**src/rtl/pic24_seq_pkg.sv**
```systemverilog
// Shared opcodes, field positions and FSM encoding
// for the PIC24 ICSP script sequencer.
package pic24_seq_pkg;

    localparam logic [3:0] OP_SIX    = 4'd0;
    localparam logic [3:0] OP_REGOUT = 4'd1;
    localparam logic [3:0] OP_LOOP   = 4'd2;
    localparam logic [3:0] OP_WAIT   = 4'd3;
    localparam logic [3:0] OP_HALT   = 4'd4;

    localparam int OPC_MSB   = 27;
    localparam int OPC_LSB   = 24;
    localparam int PAY_MSB   = 23;
    localparam int LOOPN_MSB = 23;
    localparam int LOOPN_LSB = 16;

    typedef enum logic [2:0] {
        S_IDLE,
        S_FETCH,
        S_DECODE,
        S_ISSUE,
        S_RDWAIT,
        S_DELAY
    } seq_state_t;

endpackage

```
**src/rtl/pic24_rdata_fifo.sv**
```systemverilog
// Synchronous FIFO holding REGOUT read data for the host.
// Push is blocked when full, pop ignored when empty.
module pic24_rdata_fifo #(
    parameter int W         = 16,
    parameter int DEPTHlog2 = 4
) (
    input  logic         clk,
    input  logic         rst,
    input  logic         i_push,
    input  logic [W-1:0] i_wdata,
    input  logic         i_pop,
    output logic [W-1:0] o_rdata,
    output logic         o_full,
    output logic         o_empty
);

    localparam int DEPTH = 1 << DEPTHlog2;

    logic [W-1:0]         r_mem [DEPTH];
    logic [DEPTHlog2-1:0] r_wp;
    logic [DEPTHlog2-1:0] r_rp;
    logic [DEPTHlog2:0]   r_cnt;
    logic                 w_push;
    logic                 w_pop;

    assign o_full  = (r_cnt == DEPTH[DEPTHlog2:0]);
    assign o_empty = (r_cnt == '0);
    assign w_push  = i_push & ~o_full;
    assign w_pop   = i_pop & ~o_empty;
    assign o_rdata = r_mem[r_rp];

    // storage, pointers and occupancy
    always_ff @(posedge clk) begin
        if (rst) begin
            r_wp  <= '0;
            r_rp  <= '0;
            r_cnt <= '0;
            for (int i = 0; i < DEPTH; i++) begin
                r_mem[i] <= '0;
            end
        end else begin
            if (w_push) begin
                r_mem[r_wp] <= i_wdata;
                r_wp        <= r_wp + 1'b1;
            end
            if (w_pop) begin
                r_rp <= r_rp + 1'b1;
            end
            case ({w_push, w_pop})
                2'b10:   r_cnt <= r_cnt + 1'b1;
                2'b01:   r_cnt <= r_cnt - 1'b1;
                default: r_cnt <= r_cnt;
            endcase
        end
    end

endmodule

```
**src/rtl/pic24_script_sequencer.sv**
```systemverilog
// Script-driven sequencer feeding the PIC24 ICSP engine
// from a host-loaded RAM, with loop/wait/halt opcodes.
module pic24_script_sequencer
    import pic24_seq_pkg::*;
#(
    parameter int MEMSIZElog2 = 7,
    parameter int FIFOlog2    = 4,
    parameter int DELAYW      = 24
) (
    input  logic                   clk,
    input  logic                   rst,
    input  logic                   wr_en,
    input  logic [MEMSIZElog2-1:0] wr_addr,
    input  logic [31:0]            wr_data,
    input  logic                   start,
    input  logic [MEMSIZElog2-1:0] start_addr,
    input  logic                   abort,
    output logic                   busy,
    output logic                   done,
    output logic                   error,
    output logic [23:0]            eng_instr,
    output logic                   eng_cmd,
    output logic                   eng_valid,
    input  logic                   eng_ready,
    input  logic                   eng_dvalid,
    input  logic [15:0]            eng_dout,
    output logic                   rd_valid,
    output logic [15:0]            rd_data,
    input  logic                   rd_ready,
    output logic                   rd_overflow
);

    localparam int M = MEMSIZElog2;

    seq_state_t        r_state;
    seq_state_t        w_state_nxt;
    logic [M-1:0]      r_pc;
    logic [M-1:0]      w_pc_nxt;
    logic [M-1:0]      w_pc_inc;
    logic [31:0]       r_mem [1 << M];
    logic [31:0]       r_rdata;
    logic [23:0]       r_instr;
    logic              r_cmd;
    logic [7:0]        r_loop_cnt;
    logic              r_loop_active;
    logic [DELAYW-1:0] r_dly;
    logic              r_done;
    logic              r_error;
    logic              r_ovf;

    logic [3:0]        w_op;
    logic [23:0]       w_pay;
    logic [7:0]        w_loop_n;
    logic [7:0]        w_loop_dec;
    logic [M-1:0]      w_target;
    logic [DELAYW-1:0] w_wait;
    logic              w_unused;
    logic              w_busy;
    logic              w_full;
    logic              w_empty;
    logic              w_eng_valid;
    logic              w_start_ok;
    logic              w_ld_issue;
    logic              w_loop_arm;
    logic              w_loop_step;
    logic              w_loop_disarm;
    logic              w_dly_load;
    logic              w_err_set;
    logic              w_done_set;
    logic              w_push;

    assign w_op       = r_rdata[OPC_MSB:OPC_LSB];
    assign w_pay      = r_rdata[PAY_MSB:0];
    assign w_loop_n   = r_rdata[LOOPN_MSB:LOOPN_LSB];
    assign w_target   = r_rdata[M-1:0];
    assign w_wait     = r_rdata[DELAYW-1:0];
    assign w_unused   = ^r_rdata[31:28];
    assign w_loop_dec = r_loop_cnt - 8'd1;
    assign w_pc_inc   = r_pc + 1'b1;
    assign w_busy     = (r_state != S_IDLE);

    assign busy        = w_busy;
    assign done        = r_done;
    assign error       = r_error;
    assign eng_instr   = r_instr;
    assign eng_cmd     = r_cmd;
    assign eng_valid   = w_eng_valid;
    assign rd_valid    = ~w_empty;
    assign rd_overflow = r_ovf;

    // script RAM: host write port, synchronous read at pc
    always_ff @(posedge clk) begin
        if (wr_en && !w_busy) begin
            r_mem[wr_addr] <= wr_data;
        end
        r_rdata <= r_mem[r_pc];
    end

    // FSM state register
    always_ff @(posedge clk) begin
        if (rst) begin
            r_state <= S_IDLE;
        end else begin
            r_state <= w_state_nxt;
        end
    end

    // next state, pc and datapath control strobes
    always_comb begin
        w_state_nxt   = r_state;
        w_pc_nxt      = r_pc;
        w_eng_valid   = 1'b0;
        w_start_ok    = 1'b0;
        w_ld_issue    = 1'b0;
        w_loop_arm    = 1'b0;
        w_loop_step   = 1'b0;
        w_loop_disarm = 1'b0;
        w_dly_load    = 1'b0;
        w_err_set     = 1'b0;
        w_done_set    = 1'b0;
        w_push        = 1'b0;
        if (r_state == S_ISSUE) begin
            w_eng_valid = ~r_cmd | ~w_full;
        end
        if (abort) begin
            w_state_nxt = S_IDLE;
        end else begin
            unique case (r_state)
                S_IDLE: begin
                    if (start) begin
                        w_start_ok  = 1'b1;
                        w_pc_nxt    = start_addr;
                        w_state_nxt = S_FETCH;
                    end
                end
                S_FETCH: begin
                    w_state_nxt = S_DECODE;
                end
                S_DECODE: begin
                    case (w_op)
                        OP_SIX, OP_REGOUT: begin
                            w_ld_issue  = 1'b1;
                            w_state_nxt = S_ISSUE;
                        end
                        OP_LOOP: begin
                            w_state_nxt = S_FETCH;
                            w_pc_nxt    = w_pc_inc;
                            if (!r_loop_active) begin
                                if (w_loop_n != 8'd0) begin
                                    w_loop_arm = 1'b1;
                                    w_pc_nxt   = w_target;
                                end
                            end else if (w_loop_dec != 8'd0) begin
                                w_loop_step = 1'b1;
                                w_pc_nxt    = w_target;
                            end else begin
                                w_loop_disarm = 1'b1;
                            end
                        end
                        OP_WAIT: begin
                            if (w_wait == '0) begin
                                w_state_nxt = S_FETCH;
                                w_pc_nxt    = w_pc_inc;
                            end else begin
                                w_dly_load  = 1'b1;
                                w_state_nxt = S_DELAY;
                            end
                        end
                        OP_HALT: begin
                            w_done_set  = 1'b1;
                            w_state_nxt = S_IDLE;
                        end
                        default: begin
                            w_err_set   = 1'b1;
                            w_state_nxt = S_IDLE;
                        end
                    endcase
                end
                S_ISSUE: begin
                    if (w_eng_valid && eng_ready) begin
                        if (r_cmd) begin
                            w_state_nxt = S_RDWAIT;
                        end else begin
                            w_state_nxt = S_FETCH;
                            w_pc_nxt    = w_pc_inc;
                        end
                    end
                end
                S_RDWAIT: begin
                    if (eng_dvalid) begin
                        w_push      = 1'b1;
                        w_state_nxt = S_FETCH;
                        w_pc_nxt    = w_pc_inc;
                    end
                end
                S_DELAY: begin
                    if (r_dly == DELAYW'(1)) begin
                        w_state_nxt = S_FETCH;
                        w_pc_nxt    = w_pc_inc;
                    end
                end
                default: begin
                    w_state_nxt = S_IDLE;
                end
            endcase
        end
    end

    // pc, engine request, loop/delay counters and flags
    always_ff @(posedge clk) begin
        if (rst) begin
            r_pc          <= '0;
            r_instr       <= '0;
            r_cmd         <= 1'b0;
            r_loop_cnt    <= '0;
            r_loop_active <= 1'b0;
            r_dly         <= '0;
            r_done        <= 1'b0;
            r_error       <= 1'b0;
            r_ovf         <= 1'b0;
        end else begin
            r_pc   <= w_pc_nxt;
            r_done <= w_done_set;
            if (w_ld_issue) begin
                r_instr <= w_pay;
                r_cmd   <= (w_op == OP_REGOUT);
            end
            if (w_start_ok || w_loop_disarm) begin
                r_loop_active <= 1'b0;
                r_loop_cnt    <= '0;
            end else if (w_loop_arm) begin
                r_loop_active <= 1'b1;
                r_loop_cnt    <= w_loop_n;
            end else if (w_loop_step) begin
                r_loop_cnt <= w_loop_dec;
            end
            if (w_dly_load) begin
                r_dly <= w_wait;
            end else if (r_state == S_DELAY) begin
                r_dly <= r_dly - 1'b1;
            end
            if (w_start_ok) begin
                r_error <= 1'b0;
            end else if (w_err_set) begin
                r_error <= 1'b1;
            end
            if (w_start_ok) begin
                r_ovf <= 1'b0;
            end else if (eng_dvalid && r_state != S_RDWAIT) begin
                r_ovf <= 1'b1;
            end
        end
    end

    pic24_rdata_fifo #(
        .W         (16),
        .DEPTHlog2 (FIFOlog2)
    ) u_fifo (
        .clk     (clk),
        .rst     (rst),
        .i_push  (w_push),
        .i_wdata (eng_dout),
        .i_pop   (rd_ready),
        .o_rdata (rd_data),
        .o_full  (w_full),
        .o_empty (w_empty)
    );

endmodule

```
**config.mk**
```make
export PLATFORM = sky130hd
export DESIGN_NAME = pic24_script_sequencer
export DESIGN_NICKNAME = d
export VERILOG_FILES = /design/src/rtl/pic24_seq_pkg.sv /design/src/rtl/pic24_rdata_fifo.sv /design/src/rtl/pic24_script_sequencer.sv
export SDC_FILE = /design/constraint.sdc
export NUM_CORES = 2
export LEC_CHECK = 0
export CAP_MARGIN = 10
export CORE_MARGIN = 2
export CORE_UTILIZATION = 25
export DETAILED_ROUTE_END_ITERATION = 10
export GPL_TIMING_DRIVEN = 0
export MAX_ROUTING_LAYER = met4
export SETUP_SLACK_MARGIN = 0.3
export SLEW_MARGIN = 40
export SYNTH_ARGS = -nofsm -noshare
export SYNTH_HDL_FRONTEND = slang
export SYNTH_HIERARCHICAL = 1
export SYNTH_MEMORY_MAX_BITS = 65536
export SYNTH_SLANG_ARGS = --single-unit
```
**constraint.sdc**
```tcl
create_clock -name clk -period 3.6 [get_ports clk]
set_input_delay 0.72 -clock clk [delete_from_list [all_inputs] [get_ports clk]]
set_output_delay 0.72 -clock clk [all_outputs]
set_load 0.02 [all_outputs]
```
==> results of run 1 <==
-- cells by family after synthesis --
| kind of cell | count (synthesis) |
|---|---|
| adders and majority gates | 15 |
| and+or+nand+nor | 1310 |
| DFF | 3956 |
| AOI/OAI and AO/OA | 554 |
| muxes | 1189 |
| buffers and inverters | 456 |
| xor gates and xnor gates | 19 |
-- metal layers --
metal	track usage (%)
met5	-
met4	5.095
met3	3.951
met2	21.69
met1	19.31
-- per-stage QoR --
| step | hold WS, ns | utilization [%] | std cells | TNS, ns | setup slack, ns |
|---|---|---|---|---|---|
| after floorplan | 0.4382 | - | 7499 | 0 | 0.3308 |
| after global routing | 0.05730 | 30.96 | 16830 | 0 | 0.01786 |
| after CTS | 0.02018 | 30.83 | 16780 | -0.04380 | -0.01997 |
| after detailed placement | 0.4484 | 28.27 | 16020 | -1376.74 | -2.207 |
| after global placement | 0.4503 | 26.94 | 15700 | - | -4.771 |
-- repair_timing --
action	in CTS	in global routing
hold endpoints to repair	5	0
gates resized for setup	896	151
setup buffers	54	33
endpoints found under the setup margin	3828	508
pin swaps	54	19
cloned	4	0
hold buffers	2	0
-- cell usage after synthesis, drive strengths merged (35+ instances only) --
| master | count |
|---|---|
| o21ai | 132 |
| a21oi | 76 |
| nor2 | 787 |
| buf | 208 |
| a221oi | 110 |
| nand2 | 352 |
| dfxtp | 116 |
| mux4 | 960 |
| a22oi | 35 |
| mux2i | 227 |
| edfxtp | 3840 |
| clkbuf | 227 |
| o221ai | 108 |
==> flow_summary.ini, run 1 <==
[synth]
synth_cell_type_count = 77
count_of_flip_flops_with_a_built_in_enable_after_synthesis = 3840
yosysTopAreaCell = sky130_fd_sc_hd__edfxtp_1
synth_top_family_by_area = multiplexers
synth.mux.area_fraction_pct = 15.59
number_of_nets_in_the_synthesized_netlist = 7584
yosys.area_share.xor_xnor_pct = 0.1085
count_of_yosys_warnings_during_synthesis = 6
netlist.area_leader.share_pct = 75.19
synth_compound_gate_area_share_pct = 2.601
synthAdderAreaFrac_pct = 0.1273
synth_area_leaders = sky130_fd_sc_hd__edfxtp_1 (75%), sky130_fd_sc_hd__mux4_2 (14%), sky130_fd_sc_hd__nor2_1 (1.9%), sky130_fd_sc_hd__dfxtp_1 (1.5%), sky130_fd_sc_hd__mux2i_1 (1.5%)
ys_seq_elements = 3956
dominantRegCellSynth = sky130_fd_sc_hd__edfxtp_1
yosys.area_share.simple_pct = 3.552
syn_avg_cell_area_um2 = 20.45
fraction_of_registers_with_async_set_or_reset_after_synthesis_pct = 0
synth.cell_area_um2 = 153400
synthesis.instances = 7499
synth-seq-area-share_pct = 76.71

[cts]
cts_buf_count = 381
clk_path_buf_depth = 4
clock_sink_count = 3956
cts.root.buffer_cell = sky130_fd_sc_hd__clkbuf_16
htree_levels = 5

[place]
routabilityCongestion = 0.8976
io_buffer_count = 110
post-dp-hpwl_mm = 310.5
placedInstanceArea_um2 = 172700

[die]
die_height_um = 787.2
chipWidth_um = 787.2
i_o_pin_count = 117
fp-row-count = 287
starting_density_pct = 25.11

[sta]
grt_repair_worst_endpoint = rd_data[2]
worst_endpoint_kind = output port

[status]
stop_stage = 5_2_route
err = [ERROR DRT-0255] Maze Route cannot find path of net clk in worker of routeBox ( 772800 96600 ) ( 787215 144900 ).
outcome = aborted with a tool error

[global_routing]
grt_start_max_net_pins = 97
grt_first_pass_wirelength_mm = 632.4
via_count_of_the_first_global_routing_pass = 79360
global_route.usage.total_pct = 14.60
grt_overflow = 0
grt_antenna_before_repair = 43
==> run 2, diff against run 1 <==
--- a/config.mk
+++ b/config.mk
@@ -7,11 +7,10 @@
 export LEC_CHECK = 0
 export CAP_MARGIN = 10
 export CORE_MARGIN = 2
-export CORE_UTILIZATION = 25
+export CORE_UTILIZATION = 20
 export DETAILED_ROUTE_END_ITERATION = 10
 export GPL_TIMING_DRIVEN = 0
-export MAX_ROUTING_LAYER = met4
-export SETUP_SLACK_MARGIN = 0.3
+export PLACE_DENSITY_LB_ADDON = 0.15
 export SLEW_MARGIN = 40
 export SYNTH_ARGS = -nofsm -noshare
 export SYNTH_HDL_FRONTEND = slang
==> run 2 against run 1 <==
The flow now finishes, with violations (setup timing); synthesized area did not move; global-route usage decreased by 0.65 points; synthesized cell count did not move.
==> flow_summary.ini, run 2 <==
[status]
outcome = finished, violations left
violations = setup timing

[global_routing]
via_count_of_the_first_global_routing_pass = 82770
grt_start_max_net_pins = 85
grt_antenna_before_repair = 75
global_route.usage.total_pct = 13.96
grt_overflow = 0
grt_first_pass_wirelength_mm = 745.0

[finish]
layout.filler_cells = 77130
finalCoreUtilization_pct = 25.42
mostFrequentLayoutCell = sky130_fd_sc_hd__edfxtp_1
nNetsFinal = 8570
layout_common_cells = sky130_fd_sc_hd__edfxtp_1 (3840), sky130_fd_sc_hd__mux4_2 (960), sky130_fd_sc_hd__nor2_1 (641)
largest_reg_flops = 3584
largest_regs = r_mem (3584), u_fifo/r_mem (256), r_rdata (28)
top_register = r_mem
post_route_cells_drive_above_1_share_pct = 32.44
syn2layout_area_growth_pct = 26.60

[sta]
finalWorstSetupSlack_ns = -0.05321
finalSetupTns_ns = -0.1560
max-slew-margin-rel_pct = 36.83
worst_clock_skew_ns = 0.1604
post-route-period-util_pct = 101.5
max_clock_freq_mhz = 273.7
period_needed_ns = 3.653
finalSetupViolCount = 7
finalHoldWorstSlack_ns = 0.07235
finalHoldViolations = 0
setup_repair_after_global_routing_missed_its_margin = yes
max_slew_violation_count = 0
tightest_slew_ns = 0.9476

[setup_path]
critPathMaxStageDelay_ns = 0.68
critical_path.max_fanout = 12
crit_path_cell_trace = buf_6 > nor2b_4 > nand2_4 > clkbuf_2 > clkbuf_1 > o221ai_1 > a221oi_4 > or4_1
crit_path_end_kind = flip-flop
timing.critical_path.arrival_ns = 4.67
critical_path.slowest_cell = sky130_fd_sc_hd__clkbuf_2
worst_setup_path_start_kind = flip-flop
required_ns = 4.62
rrSetupSlack_ns = -0.05
setup.worst_path.class = reg -> reg

[route]
met2_routed_length_mm = 263.6
via_per_inst = 4.202
top_layer_used = met5
drt_wl_total_mm = 557.6
drc = 0
drt_pass1_iterations = 6
drt_first_iter_violations = 8327
detail_route.wirelength.met1_mm = 247.9
final_antenna_violating_net_count = 0
dr_total_vias = 80460
met3_length_mm = 25.42
drt-wirelength-per-cell_um = 29.12

[pwr]
combinationalPowerShare_pct = 7.8
internal_power_uw = 79510
power_per_cell_area_nw_per_um2 = 539.1
power_frac_clock_pct = 43.5
irDropWorstVdd_mv = 0.4290
p_sw_share_pct = 24.04
total_power_uw = 104700
sequentialPowerShare_pct = 48.8
switchingPower_uw = 25160
cellLeakagePower_uw = 0.05843

[synth]
synthesis.instances = 7499
fraction_of_registers_with_async_set_or_reset_after_synthesis_pct = 0
ys_seq_elements = 3956
synth.cell_area_um2 = 153400
yosys.cell_count.top_type = sky130_fd_sc_hd__edfxtp_1
netlist.area_leader.share_pct = 75.19
synth_cell_type_count = 77
synth_top_cells_by_count = sky130_fd_sc_hd__edfxtp_1 (3840), sky130_fd_sc_hd__mux4_2 (960), sky130_fd_sc_hd__nor2_1 (787)
yosysTopAreaCell = sky130_fd_sc_hd__edfxtp_1
count_of_yosys_warnings_during_synthesis = 6
count_of_flip_flops_with_a_built_in_enable_after_synthesis = 3840
dominantRegCellSynth = sky130_fd_sc_hd__edfxtp_1
synth_area_leaders = sky130_fd_sc_hd__edfxtp_1 (75%), sky130_fd_sc_hd__mux4_2 (14%), sky130_fd_sc_hd__nor2_1 (1.9%), sky130_fd_sc_hd__dfxtp_1 (1.5%), sky130_fd_sc_hd__mux2i_1 (1.5%)
number_of_nets_in_the_synthesized_netlist = 7584
syn_avg_cell_area_um2 = 20.45
synth-seq-area-share_pct = 76.71

[die]
fp-row-count = 321
die_height_um = 879.7
chipWidth_um = 879.7
starting_density_pct = 20.08
floorplan.die_area_um2 = 773800
coreArea_um2 = 763900
i_o_pin_count = 117

[run]
drv.max_cap_violation_count = 0

[cts]
clk_path_buf_depth = 4
cts_tree = built
cts.root.buffer_cell = sky130_fd_sc_hd__clkbuf_16
clk_transition_reported_paths_ns = 0.06
cts_buf_count = 449
clock_sink_count = 3956
htree_levels = 5
clock_latency_at_the_later_pin_of_the_worst_skew_pair_ns = 1.08

[place]
routabilityCongestion = 0.8881
post-dp-hpwl_mm = 400.1
io_buffer_count = 110
pre_cts_slack_ns = -2.170

[hold_path]
timing.hold.worst.class = in -> reg
run 2: layout make-up:
type | instances | area [µm²] | share of cell area [%]
Multi-Input combinational cell | 3087 | 36930 | 19.02
Tap cell | 10170 | 12730 | 6.557
Antenna cell | 115 | 287.8 | 0.1482
Inverter | 21 | 82.58 | 0.04253
Timing Repair Buffer | 541 | 9270 | 4.775
Buffer | 429 | 2798 | 1.441
Sequential cell | 3956 | 117600 | 60.60
Clock inverter | 259 | 2701 | 1.391
Clock buffer | 566 | 11710 | 6.029
run 2: cell families (layout without fill, tap and decap cells):
logic type      count (synthesis)  after routing  share of synthesized area, %
buf+inv                       456           1816                         1.311
other cells                     0            115                             0
xor+xnor                       19             19                        0.1085
compound gates                554            554                         2.601
simple gates                 1310           1310                         3.552
mux                          1189           1189                         15.59
fa+ha+maj                      15             15                        0.1273
flops                        3956           3956                         76.71
run 2: what timing repair did:
| item | 4_1_cts | 5_1_grt |
|---|---|---|
| endpoints found under the hold margin | 359 | 0 |
| resized for setup | 671 | 80 |
| hold buffers | 21 | 0 |
| pin swaps | 37 | 12 |
| buffers inserted | 28 | 16 |
| cloned | 1 | 1 |
| endpoints found under the setup margin | 2766 | 134 |
run 2: worst max-delay path, delay by kind of cell (launching register included):
kind                   cells  cell delay (ns)
AOI/OAI and AO/OA          2             0.81
DFF                        1             0.52
and+or+nand+nor            3             0.76
buffers and inverters      3             1.55
run 2: worst paths after layout:
kind,startpoint,endpoint,depth (start not counted)
worst max register to register,r_pc[4]$_SDFFE_PP0P_,r_rdata[7]$_DFF_P_,8
worst min register to register,r_dly[19]$_SDFFE_PP0P_,r_dly[19]$_SDFFE_PP0P_,2
worst min-delay path,wr_data[26],r_mem[121][26]$_DFFE_PP_,1
worst max-delay path,r_pc[4]$_SDFFE_PP0P_,r_rdata[7]$_DFF_P_,8
run 2: per-stage QoR:
stage / instances / area [µm²]
2_1_floorplan: 7499 / 153400
3_3_place_gp: 17780 / 167200
3_5_place_dp: 18150 / 176500
4_1_cts: 19020 / 193500
5_1_grt: 19120 / 194100
6_report: 19150 / 194100
run 2: per-layer routing:
layer / vias up / global-route usage, %
li1: 33170 / -
met1: 44180 / 19.22
met2: 2387 / 22.87
met3: 702 / 1.727
met4: 16 / 4.599
met5: - / 0
run 2: power groups by stage:
stage	clock network, µW	registers, µW	logic [µW]
floorplan	0	51900	3280
global placement	0	52400	7220
detailed placement	0	52000	7820
CTS	46700	51000	8260
global route	48400	51000	8510
finish	45500	51000	8130
(Power assumes the default switching activity.)
